===== src/rtl/result_collector_tx_if.sv =====
// Byte stream handshake from the result collector to the UART transmitter.
// Ports: tx_data/tx_valid driven by the master, tx_ready by the slave.
interface result_collector_tx_if #(
    parameter int W = 8
);
    logic [W-1:0] tx_data;
    logic         tx_valid;
    logic         tx_ready;

    modport master (
        output tx_data,
        output tx_valid,
        input  tx_ready
    );

    modport slave (
        input  tx_data,
        input  tx_valid,
        output tx_ready
    );
endinterface


===== src/rtl/result_collector_tx.sv =====
// Collects per-row results from four row processors over one or two passes,
// buffers them and streams them row 0 first to the UART transmitter.
// Ports: clk, rst_n (sync, active low), start/size (run request),
// P0..P3_Res/res_valid (processor results), pass_sel (row mux select),
// tx (byte stream master), busy, done, err (status pulses).
module result_collector_tx #(
    parameter int DATA_W   = 8,
    parameter int N_PROC   = 4,
    parameter int MAX_ROWS = 8
) (
    input  logic              clk,
    input  logic              rst_n,
    input  logic              start,
    input  logic [3:0]        size,
    input  logic [DATA_W-1:0] P0_Res,
    input  logic [DATA_W-1:0] P1_Res,
    input  logic [DATA_W-1:0] P2_Res,
    input  logic [DATA_W-1:0] P3_Res,
    input  logic              res_valid,
    output logic              pass_sel,
    output logic              busy,
    output logic              done,
    output logic              err,
    result_collector_tx_if.master tx
);

    typedef enum logic [2:0] {
        S_IDLE,
        S_PASS1,
        S_PASS2,
        S_SEND,
        S_FIN
    } state_t;

    state_t state, state_n;

    logic [3:0]        size_q;
    logic [2:0]        idx;
    logic [DATA_W-1:0] res_buf [MAX_ROWS];
    logic [DATA_W-1:0] p_res   [N_PROC];

    logic start_ok;
    logic last;
    logic accept;

    assign p_res[0] = P0_Res;
    assign p_res[1] = P1_Res;
    assign p_res[2] = P2_Res;
    assign p_res[3] = P3_Res;

    assign start_ok = start && (size != 4'd0) && (size <= 4'(MAX_ROWS));
    // size_q is never 0 once a run is active, so size_q-1 cannot wrap.
    assign last     = ({1'b0, idx} == (size_q - 4'd1));
    assign accept   = (state == S_SEND) && tx.tx_ready;

    always_ff @(posedge clk) begin
        if (!rst_n) begin
            state <= S_IDLE;
        end else begin
            state <= state_n;
        end
    end

    always_comb begin
        state_n = state;
        unique case (state)
            S_IDLE: begin
                if (start_ok) state_n = S_PASS1;
            end
            S_PASS1: begin
                if (res_valid) begin
                    if (size_q <= 4'(N_PROC)) state_n = S_SEND;
                    else                      state_n = S_PASS2;
                end
            end
            S_PASS2: begin
                if (res_valid) state_n = S_SEND;
            end
            S_SEND: begin
                if (accept && last) state_n = S_FIN;
            end
            S_FIN: begin
                state_n = S_IDLE;
            end
            default: begin
                state_n = S_IDLE;
            end
        endcase
    end

    always_comb begin
        tx.tx_valid = (state == S_SEND);
        tx.tx_data  = '0;
        if (state == S_SEND) tx.tx_data = res_buf[idx];
    end

    assign done = (state == S_FIN);

    always_ff @(posedge clk) begin
        if (!rst_n) begin
            size_q   <= '0;
            idx      <= '0;
            pass_sel <= 1'b1;
            busy     <= 1'b0;
            err      <= 1'b0;
            for (int i = 0; i < MAX_ROWS; i++) res_buf[i] <= '0;
        end else begin
            busy <= (state_n != S_IDLE);
            err  <= (state == S_IDLE) && start && !start_ok;

            unique case (state)
                S_IDLE: begin
                    if (start_ok) begin
                        size_q   <= size;
                        idx      <= '0;
                        pass_sel <= 1'b1;
                        // Rows at or beyond size stay zero for this run.
                        for (int i = 0; i < MAX_ROWS; i++) res_buf[i] <= '0;
                    end
                end
                S_PASS1: begin
                    if (res_valid) begin
                        for (int i = 0; i < N_PROC; i++) begin
                            if (4'(i) < size_q) res_buf[i] <= p_res[i];
                        end
                        if (size_q > 4'(N_PROC)) pass_sel <= 1'b0;
                    end
                end
                S_PASS2: begin
                    if (res_valid) begin
                        for (int i = 0; i < N_PROC; i++) begin
                            if (4'(i + N_PROC) < size_q)
                                res_buf[i + N_PROC] <= p_res[i];
                        end
                        pass_sel <= 1'b1;
                    end
                end
                S_SEND: begin
                    if (accept) begin
                        if (last) idx <= '0;
                        else      idx <= idx + 3'd1;
                    end
                end
                default: begin
                end
            endcase
        end
    end

endmodule

===== src/flat_wrapper.sv =====
// flat-port wrapper written by rule: the top's interface ports become plain ports
module result_collector_tx_flat 
#(
    parameter int DATA_W   = 8,
    parameter int N_PROC   = 4,
    parameter int MAX_ROWS = 8
)
  (clk, rst_n, start, size, P0_Res, P1_Res, P2_Res, P3_Res, res_valid, pass_sel, busy, done, err, tx_tx_data, tx_tx_valid, tx_tx_ready);
  result_collector_tx_if tx_i ();
  input  logic clk;
  input  logic rst_n;
  input  logic start;
  input  logic [3:0] size;
  input  logic [DATA_W-1:0] P0_Res;
  input  logic [DATA_W-1:0] P1_Res;
  input  logic [DATA_W-1:0] P2_Res;
  input  logic [DATA_W-1:0] P3_Res;
  input  logic res_valid;
  output logic pass_sel;
  output logic busy;
  output logic done;
  output logic err;
  output wire logic [$bits(tx_i.tx_data)-1:0] tx_tx_data;
  output wire logic [$bits(tx_i.tx_valid)-1:0] tx_tx_valid;
  input wire logic [$bits(tx_i.tx_ready)-1:0] tx_tx_ready;
  assign tx_tx_data = tx_i.tx_data;
  assign tx_tx_valid = tx_i.tx_valid;
  assign tx_i.tx_ready = tx_tx_ready;
  result_collector_tx #(.DATA_W(DATA_W), .N_PROC(N_PROC), .MAX_ROWS(MAX_ROWS)) u_core (.clk(clk), .rst_n(rst_n), .start(start), .size(size), .P0_Res(P0_Res), .P1_Res(P1_Res), .P2_Res(P2_Res), .P3_Res(P3_Res), .res_valid(res_valid), .pass_sel(pass_sel), .busy(busy), .done(done), .err(err), .tx(tx_i));
endmodule

===== config.mk =====
export PLATFORM = sky130hd
export DESIGN_NAME = result_collector_tx_flat
export DESIGN_NICKNAME = d
export VERILOG_FILES = /design/src/rtl/result_collector_tx_if.sv /design/src/rtl/result_collector_tx.sv /design/src/flat_wrapper.sv
export SDC_FILE = /design/constraint.sdc
export NUM_CORES = 1
export LEC_CHECK = 0
export BUFFER_PORTS_ARGS = -buffer_cell sky130_fd_sc_hd__buf_2
export CAP_MARGIN = 15
export CORE_ASPECT_RATIO = 0.6
export CORE_UTILIZATION = 50
export CTS_CLUSTER_DIAMETER = 150
export CTS_CLUSTER_SIZE = 14
export DETAILED_ROUTE_END_ITERATION = 10
export GPL_TIMING_DRIVEN = 1
export PLACE_DENSITY = 0.71
export SLEW_MARGIN = 20
export SYNTH_ARGS = -nofsm -noshare
export SYNTH_HDL_FRONTEND = slang
export SYNTH_SLANG_ARGS = --single-unit

===== constraint.sdc =====
create_clock -name clk -period 4.3 [get_ports clk]
set_clock_uncertainty 0.05 [all_clocks]
set_input_delay 0.215 -clock clk [delete_from_list [all_inputs] [get_ports clk]]
set_output_delay 0.215 -clock clk [all_outputs]
set_load 0.005 [all_outputs]

After elaboration in Yosys (flattened, before gate mapping)

Memory sizes are Yosys's and may differ from the RTL's. A register that Yosys moved wholly into a read port is not among the register bits.
Index checks and enable logic that the tools add are counted.

Register bits: 13
Memory bits (writable): 64
Bits of input ports: 41
Output and inout bits: 13
Logic and storage cells: 140
Memories kept: 1

$add $sub $neg: 2
Order comparisons: 11
Eq/ne operators: 10
Mux-type cells: 79
Bitwise logic cells: 16
Reduce and logical (&&, ||, !) cells: 15

Memory list:

| name           | words | bits a word | read ports | clocked after memory_dff | wr ports | RTL line                  | RTL |
|---|---|---|---|---|---|---|---|
| u_core.res_buf | 8     | 8           | 1          | 1                        | 8        | result_collector_tx.sv:39 | `logic [DATA_W-1:0] res_buf [MAX_ROWS];` |

Operator list:

| kind                                                           | count |
|---|---|
| two-way mux 8 bit                                              | 17 |
| two-way mux 1 bit                                              | 50 |
| two-way mux 3 bit                                              | 9 |
| < comparator 3 x 4 -> 1 bit, first input constant              | 4 |
| OR 1 bit                                                       | 16 |
| case mux 3 bit (4 select lines)                                | 1 |
| < comparator 1 x 4 -> 1 bit, first input constant              | 2 |
| < comparator 2 x 4 -> 1 bit, first input constant              | 2 |
| equality test 3 x 2 -> 1 bit, second input constant            | 2 |
| logical AND 1 bit                                              | 6 |
| inequality test 2 x 1 -> 1 bit, second input constant          | 3 |
| case mux 3 bit (2 select lines)                                | 1 |
| nonzero test 3 bit                                             | 2 |
| AND reduction 5 bit                                            | 1 |
| equality test 3 x 4 -> 1 bit                                   | 1 |
| greater-than comparator 4 x 3 -> 1 bit, second input constant  | 1 |
| less-or-equal comparator 4 x 3 -> 1 bit, second input constant | 1 |
| less-or-equal comparator 4 bit, second input constant          | 1 |
| inequality test 2 bit, second input constant                   | 2 |
| nonzero test 4 bit                                             | 1 |
| subtractor 4 x 1 -> 4 bit, second input constant               | 1 |
| adder 3 x 1 -> 3 bit, second input constant                    | 1 |
| equality test 3 x 1 -> 1 bit, second input constant            | 1 |
| equality test 3 bit, second input constant                     | 1 |
| 6 further kinds                                                | 6 |

Longest topological paths before layout

Gate-level depths: netlist of run 1.

Depth in word-level cells: 9
Depth in mapped cells: 7
Depth with buffers taken out: 7

Least setup slack after synthesis of run 1

Ideal clock, no wire load.

Path kind: flip-flop to flip-flop
From: reg u_core.state[1]
To: mem u_core.res_buf[5][0], enable pin
Arrival time: 1716 ps
Setup slack: 2150 ps
Cell stages (with the launch flop): 6
Period minus slack after synthesis: 2150 ps
Cell sequence: dfxtp_1 -> buf_4 -> nor2b_1 -> nor3b_1 -> nand2_1 -> o21ai_0

RTL lines:

| what                   | RTL line                  | RTL |
|---|---|---|
| from (decl)            | result_collector_tx.sv:35 | `state_t state, state_n;` |
| from (signal assigned) | result_collector_tx.sv:60 | `state <= state_n;` |
| to (decl)              | result_collector_tx.sv:39 |  |

==> impl_metrics.toml, run 1 <==
[outcome]
status = "finished clean"

[synth]
ys_seq_elements = 80
ys.flop_type = "edfxtp_1"
yosysSeqAreaShare_pct = 57.3
yosysWarningCount = 0
synth.distinct_cells = 50
syn_area_um2 = 3770
synth_nets = 334
avgSynthCellArea_um2 = 13.1
syn-instance-count = 289
async_flop_share_pct = 0
synth_edf_count = 56

[cts]
path_clk_slew_ns = 0.06
h-tree-depth = 3
postCtsSetupBuffers = 0
cts_hold_buf = 0
numCtsBuffers = 9
cts_tree = "built"
clockBufferDepth = 2
insertion_delay_ns = 0.34
cts_resized = 0
cts-root-buf = "clkbuf_16"
clock-sinks = 80

[setup_path]
reg2reg_depth = 4
cp-start-kind = "flop"
r2r_slack_ns = 1.63
crit_fanout = 10
crit_required_ns = 4.21
endpoint_kind = "flop"
worst-setup-path-type = "reg -> reg"
cp.arrival_ns = 2.59

[drt]
vias_per_cell = 5.63
vias = 2527
drc = 0
drt_wl_total_um = 8600
ant_nets = 0
wl_per_cell_um = 19.2
drt_iter0_markers = 334
dr.pass1.iters = 5

[pwr]
seqPwrFrac_pct = 50.7
leakagePower_nw = 1.73
internal_power_w = 0.00137
power_switching_w = 0.000417
p_clk_share_pct = 42.0
switching_share_pct = 23.3
power_density_nw_per_um2 = 407
power_frac_comb_pct = 7.3
p_total_w = 0.00179
ir_drop_uv = 193

[min_path]
hold_class = "in -> reg"
holdPathStages = 3

[global_routing]
grt_pass1_vias = 2284
track_usage_pct = 23.7
grt_pass1_wl_um = 13200
antenna_found_initial = 0
gr-total-overflow = 0
grt_max_degree = 17

[timing]
fin_crit_ns = 2.67
tns_ns = 0
setup_viol = 0
tightest_slew_ns = 1.07
maxSlewHeadroom_pct = 27.7
rsz0062_at_grt = "false"
finalCritPeriodShare_pct = 62.2
slew_viol_final = 0
hold_violations = 0
fmax_ghz = 0.374

[cells_and_area]
area_growth_pct = 16.5
diodes = 0
drive_gt1_share_pct = 27.2
num-nets-final = 385

[die]
dieHeight_um = 69.3
die_x_um = 114
die-area_um2 = 7910
start_util_pct = 51.9
pin_count = 54
rows = 24
core-area_um2 = 7270

[placement]
hpwl_um = 6440
io_buffers = 53
place_congestion = 0.923

[flow_run]
cap_violations = 0
## worst max-delay path: stages, from the launching register on
cell and delay (ns):
dfxtp_1 0.50, nor2b_1 0.26, nor3b_1 0.42, nand2_1 0.18
o21ai_0 0.88
## path summary, 6_finish.rpt
| check | startpoint | endpoint |
|---|---|---|
| setup / recovery | u_core.state[1]$_SDFF_PN0_ | u_core.res_buf[5][3]$_SDFFCE_PN0P_ |
| hold / removal | P0_Res[4] | u_core.res_buf[0][4]$_SDFFE_PP0P_ |
| setup reg to reg | u_core.state[1]$_SDFF_PN0_ | u_core.res_buf[5][3]$_SDFFCE_PN0P_ |
| hold reg to reg | u_core.res_buf[0][4]$_SDFFE_PP0P_ | u_core.res_buf[0][4]$_SDFFE_PP0P_ |
## registers in the layout, indices dropped and copies added, names as in the netlist, named ones only
signal and flops:
u_core.idx 3, u_core.busy 1, u_core.size_q 4, u_core.err 1
u_core.res_buf 64, u_core.pass_sel 1, u_core.state 3
## per-layer routing
metal | track usage [%] | vias to the layer above | part of all wire, %
li1 | - | 1177 | -
met1 | 41.2 | 1199 | 53
met2 | 26.2 | 137 | 36
met3 | 7.78 | 14 | 10
met4 | 7.36 | 0 | 1.3
met5 | 0 | - | 0
## synthesized netlist by cell type, types with 4 or more instances
cell type / n / area, µm²
a22o_1: 4 / 35.0
a21oi_1: 8 / 40.0
xnor2_1: 4 / 35.0
buf_2: 7 / 35.0
a22oi_1: 8 / 60.1
and2_1: 49 / 307
ha_1: 4 / 50.1
inv_1: 7 / 26.3
mux4_2: 16 / 360
nand2_1: 6 / 22.5
nor2_1: 26 / 97.6
dfxtp_1: 24 / 480
mux2i_1: 8 / 80.1
and3_1: 10 / 62.6
nor3_1: 4 / 20.0
clkbuf_1: 4 / 15.0
edfxtp_1: 56 / 1680
## cell families after synthesis
group           count (synthesis)  synth area share [%]
fa+ha+maj                       4                  1.33
compound gates                 38                  7.79
mux                            24                  11.7
buf+inv                        21                  2.52
flops                          80                  57.3
simple gates                  117                  18.2
xor+xnor                        5                  1.16
## per-stage QoR
step	util (%)	hold slack, ns	cells	worst slack [ns]	area [µm²]
after floorplan	-	0.283	289	2.15	3770
after global placement	56.5	0.431	433	1.86	4110
after detailed placement	56.5	0.435	433	1.63	4110
after CTS	60.5	0.0861	449	1.62	4400
after global routing	60.5	0.0964	449	1.40	4400
final	60.5	0.0894	449	1.63	4400
## power groups by stage
| stage | combinational (W) | clock, W | sequential (W) |
|---|---|---|---|
| floorplan | 0.0000912 | 0 | 0.000895 |
| global placement | 0.000127 | 0 | 0.000919 |
| CTS | 0.000130 | 0.000757 | 0.000905 |
| finish | 0.000130 | 0.000751 | 0.000908 |
| global route | 0.000143 | 0.000787 | 0.000909 |
| detailed placement | 0.000129 | 0 | 0.000920 |
## placed cells by master (no fill, tap or decap), drive strengths merged, types with 2 or more instances in the layout
cell,count
edfxtp,56
buf,54
and2,49
nor2,28
dfxtp,24
mux4,16
and3,10
clkbuf,10
a21oi,9
mux2i,8
a22oi,8
inv,7
nand2,6
nor3,5
xnor2,4
a22o,4
ha,4
o21ai,4
a21o,3
nand2b,3
clkinv,3
a211oi,3
nand4b,2
or2b,2
clkinvlp,2
or4,2
nand4,2
## final cells by class
cell class,count,area [µm²]
Clock buffer,10,229
Clock inverter,6,60.1
Fill cell,615,2870
Inverter,7,26.3
Multi-Input combinational cell,188,1520
Sequential cell,80,2160
Tap cell,104,130
Timing Repair Buffer,54,273
(Power assumes the default switching activity.)
==> run 2, diff against run 1 <==
PLACE_DENSITY = 0.74   (was 0.71)
clock period = 2.2 ns   (was 4.3 ns; I/O delays follow)
==> run 2 against run 1 <==
The flow now finishes with violations (DRC). Critical path depth increased by 3. Via count increased by 2.7%. Clock power increased by 80%. Combinational power increased by 140%. Final area increased by 6.2%.
==> impl_metrics.toml, run 2 (synthesized netlist as in run 1, its figures left out) <==
[outcome]
status = "finished with violations"
violations = "DRC"

[placement]
place_congestion = 0.861
dp.cells = 454
io_buffers = 53
hpwl_um = 6710

[setup_path]
worstSetupStartpoint = "size[3]"
worst-setup-path-type = "in -> reg"
r2r_slack_ns = 0.22
crit_fanout = 8
endpoint_kind = "flop"
crit_required_ns = 2.21
reg2reg_depth = 7
cp-start-kind = "primary input"
worstReg2RegStart = "u_core.size_q[1]$_SDFFE_PN0P_"
crit_end = "u_core.res_buf[3][3]$_SDFFCE_PN0P_"
cp.arrival_ns = 2.09

[cts]
cts_tree = "built"
numCtsBuffers = 9
path_clk_slew_ns = 0.06
cts-root-buf = "clkbuf_16"
clockBufferDepth = 2
insertion_delay_ns = 0.34
clock-sinks = 80
h-tree-depth = 3

[global_routing]
grt_max_degree = 17
grt_pass1_vias = 2447
grt_pass1_wl_um = 13600
track_usage_pct = 24.1
gr-total-overflow = 0
antenna_found_initial = 0

[timing]
finalCritPeriodShare_pct = 94.6
slew_viol_final = 0
maxSlewHeadroom_pct = 60.0
hold_violations = 0
tightest_slew_ns = 0.598
fmax_ghz = 0.480
setup_viol = 0
rsz0062_at_grt = "false"
fin_crit_ns = 2.08
tns_ns = 0

[cells_and_area]
layout_common_cells = "edfxtp_1, buf_2, and2_1"
drive_gt1_share_pct = 30.7
top_regs = "u_core.res_buf (64), u_core.size_q (4)"
final_util_pct = 64.3
largest_reg_flops = 64
area_growth_pct = 23.8
final_common_cell = "edfxtp_1"
max_flop_register = "u_core.res_buf"
num-nets-final = 418
final_cell_count_no_fill = 482
diodes = 0

[die]
dieHeight_um = 69.3
die_x_um = 114
die-area_um2 = 7910
pin_count = 54
core-area_um2 = 7270
rows = 24
start_util_pct = 51.9

[drt]
ant_nets = 0
drc = 2
drt_iter0_markers = 346
wl_per_cell_um = 17.9
dr_wl_met2_um = 3240
dr_wl_met3_um = 939
met1Wirelength_um = 4350
vias_per_cell = 5.39
dr.pass1.iters = 8
vias = 2596
drt_wl_total_um = 8620
top_layer = "met4"

[pwr]
ir_drop_uv = 612
leakagePower_nw = 1.88
power_density_nw_per_um2 = 734

[flow_run]
cap_violations = 0

[min_path]
hold_class = "in -> reg"
## run 2: cell types whose count changed in the layout (fill, tap and decap cells not counted), sizes merged
cell	previous run	this run
buf	54	75
bufinv	1	0
clkbuf	10	11
dlygate4sd3	0	12
## run 2: metal layers
metal / GRT usage [%] / vias to the layer above
met4: 7.79 / 0
met3: 6.91 / 10
met2: 28.8 / 132
met1: 40.3 / 1213
met5: 0 / -
li1: - / 1241
## run 2: worst min path at each step
stage,slack [ns],startpoint,end,cells after the start
after floorplan,0.18,rst_n,u_core.state[0]$_SDFF_PN0_,1
after detailed placement,0.33,P0_Res[0],u_core.res_buf[0][0]$_SDFFE_PP0P_,3
after global placement,0.32,P0_Res[0],u_core.res_buf[0][0]$_SDFFE_PP0P_,3
after global routing,0.004,size[0],u_core.size_q[0]$_SDFFE_PN0P_,2
final,0.001,P0_Res[6],u_core.res_buf[0][6]$_SDFFE_PP0P_,3
after CTS,0.0006,rst_n,u_core.state[0]$_SDFF_PN0_,2
## run 2: cell type report
class | count | area (µm²)
inverter | 7 | 26.3
sequential | 80 | 2160
fill | 597 | 2600
timing repair buffer | 87 | 551
clock inverter | 5 | 33.8
tap | 104 | 130
multi-input combinational | 188 | 1530
clock buffer | 11 | 243
## run 2: worst max-delay path, cell delays in order
cell and delay (ns):
dlygate4sd3_1 0.53, buf_2 0.15, or4_4 0.54, nand4_2 0.15
nor2_1 0.08, nor2_4 0.16, or2b_1 0.37
## run 2: metrics by stage
stage | power [W] | cell area [µm²] | setup slack (ns) | hold slack (ns)
6_report | 0.00343 | 4670 | 0.118 | 0.000960
5_1_grt | 0.00355 | 4670 | 0.0417 | 0.00409
4_1_cts | 0.00345 | 4660 | 0.0501 | 0.000607
3_5_place_dp | 0.00208 | 4270 | 0.248 | 0.326
3_3_place_gp | 0.00207 | 4270 | 0.259 | 0.323
2_1_floorplan | 0.00193 | 3770 | 0.0502 | 0.178
## run 2: timing repair
| action | CTS | global route |
|---|---|---|
| setup endpoints to repair | 0 | 32 |
| setup buffers | 0 | 0 |
| endpoints found under the hold margin | 12 | 0 |
| gates resized for setup | 0 | 2 |
| hold buffers | 12 | 0 |
## run 2: power breakdown
part           leakage [nW]  switching, W  internal, W
clock                 0.132      0.000562     0.000791
combinational         0.961      0.000169     0.000147
sequential            0.788     0.0000567      0.00170
total                  1.88      0.000788      0.00264
==> run 3, diff against run 2 <==
CORE_UTILIZATION = 30   (was 50)
PLACE_DENSITY = 0.49   (was 0.74)
==> run 3 against run 2 <==
The run now ends clean. Register-to-register slack got worse by 0.03 ns. Clock power is 7% higher. Sequential power barely moved. Maximum frequency grew 3.3%. Cell count rose by 12%. Global-route usage decreased by 7.7 points. Via count decreased by 1.2%. Critical path depth unchanged. Total power grew 3.1%. Clock-buffer cell count down 1. Non-clock buffer count is 2 lower. First-iteration DRC count shrank 25%. Critical path type is now reg -> reg. Largest power group unchanged.
==> impl_metrics.toml, run 3 (synthesized netlist as in run 1, its figures left out) <==
[timing]
maxSlewHeadroom_pct = 28.3
tns_ns = 0
fin_crit_ns = 2.01
finalWorstSetupSlack_ns = 0.185
fmax_ghz = 0.496
hold_slack_ns = 0.00657
setup_viol = 0
finalCritPeriodShare_pct = 91.6
rsz0062_at_grt = "false"
tightest_slew_ns = 1.07
hold_violations = 0
slew_viol_final = 0

[cells_and_area]
drive_gt1_share_pct = 30.7
final_common_cell = "edfxtp_1"
layout_common_cells = "edfxtp_1, buf_2, and2_1"
top_regs = "u_core.res_buf (64), u_core.size_q (4)"
area_growth_pct = 25.3
regArea_um2 = 2160
num-nets-final = 416
fillers = 1171
max_flop_register = "u_core.res_buf"
largest_reg_flops = 64
finalInstanceArea_um2 = 4730
multi_input_area_um2 = 1520
diodes = 0

[drt]
drc = 0
ant_nets = 0
dr.pass1.iters = 4
vias = 2566
wl_per_cell_um = 18.4
vias_per_cell = 4.75
drt_iter0_markers = 260
drt_wl_total_um = 9950

[cts]
h-tree-depth = 3
path_clk_slew_ns = 0.06
clock-sinks = 80
clockBufferDepth = 2
postCtsSetupBuffers = 0
cts_tree = "built"
numCtsBuffers = 9
cts_hold_buf = 9
insertion_delay_ns = 0.33
cts-root-buf = "clkbuf_16"
cts_resized = 0

[die]
core-area_um2 = 12100
start_util_pct = 31.1
dieHeight_um = 88.9
die_x_um = 147
pin_count = 54
die-area_um2 = 13000
rows = 31

[setup_path]
crit_fanout = 7
crit_required_ns = 2.32
worst-setup-path-type = "reg -> reg"
cp-start-kind = "flop"
endpoint_kind = "flop"
cp.arrival_ns = 2.14

[global_routing]
track_usage_pct = 16.4
grt_pass1_wl_um = 14900
gr-total-overflow = 0
grt_max_degree = 17
grt_pass1_vias = 2404
antenna_found_initial = 0

[placement]
io_buffers = 53
place_congestion = 0.824
dpl-instance-area_um2 = 4350
hpwl_um = 7910
place_ws_ns = 0.186

[pwr]
leakagePower_nw = 1.87
ir_drop_uv = 363
power_density_nw_per_um2 = 748

[flow_run]
cap_violations = 0

[min_path]
hold_class = "in -> reg"

[outcome]
status = "finished clean"
==> run 3: cell count changes in the layout (fill, tap and decap cells not counted), sizes merged <==
cell	before	now
dlygate4sd3	12	9
clkinv	3	2
clkbuf	11	10
buf	75	76
bufinv	0	1
==> run 3: through the flow <==
| step | utilization [%] | total power (W) | std cells |
|---|---|---|---|
| 3_3_place_gp | 35.8 | 0.00210 | 516 |
| 3_5_place_dp | 35.8 | 0.00210 | 516 |
| 4_1_cts | 38.9 | 0.00357 | 540 |
| 6_report | 38.9 | 0.00354 | 540 |
| 2_1_floorplan | - | 0.00193 | 289 |
| 5_1_grt | 38.9 | 0.00367 | 540 |
==> run 3: layer usage <==
metal,GRT usage [%],vias to the layer above,share of wire [%]
li1,-,1241,-
met5,0,-,0
met3,4.64,4,8.1
met1,27.9,1219,58
met2,18.1,102,33
met4,5.11,0,0.59
==> run 3: area by class of cell <==
class,instances,area share [%]
Clock buffer,10,4.84
Timing Repair Buffer,85,11.2
Clock inverter,5,1.24
Sequential cell,80,45.7
Inverter,7,0.556
Tap cell,165,4.37
Multi-Input combinational cell,188,32.1
==> run 3: final timing paths <==
kind                                                        start                                end  slack [ns]  depth (start not counted)
worst max-delay path                u_core.size_q[1]$_SDFFE_PN0P_                               flop        0.19                          7
worst min-delay path                                      size[2]      u_core.size_q[2]$_SDFFE_PN0P_       0.007                          2
worst max register to register      u_core.size_q[1]$_SDFFE_PN0P_                               flop        0.19                          7
worst min register to register  u_core.res_buf[0][2]$_SDFFE_PP0P_  u_core.res_buf[0][2]$_SDFFE_PP0P_        0.49                          2
==> run 3: power by group <==
group	leakage (nW)	internal [W]	total, W	switching, W
Combinational	0.951	0.000143	0.000316	0.000173
Clock	0.135	0.000872	0.00145	0.000582
Sequential	0.788	0.00170	0.00177	0.0000625
==> run 3: critical path, stage by stage, from the launching register on <==
cell and delay (ns):
dfxtp_1 0.36, inv_1 0.09, ha_1 0.26, xnor2_1 0.17, xnor2_1 0.14, nor4_2 0.46, or4_1 0.20, o221ai_1 0.12
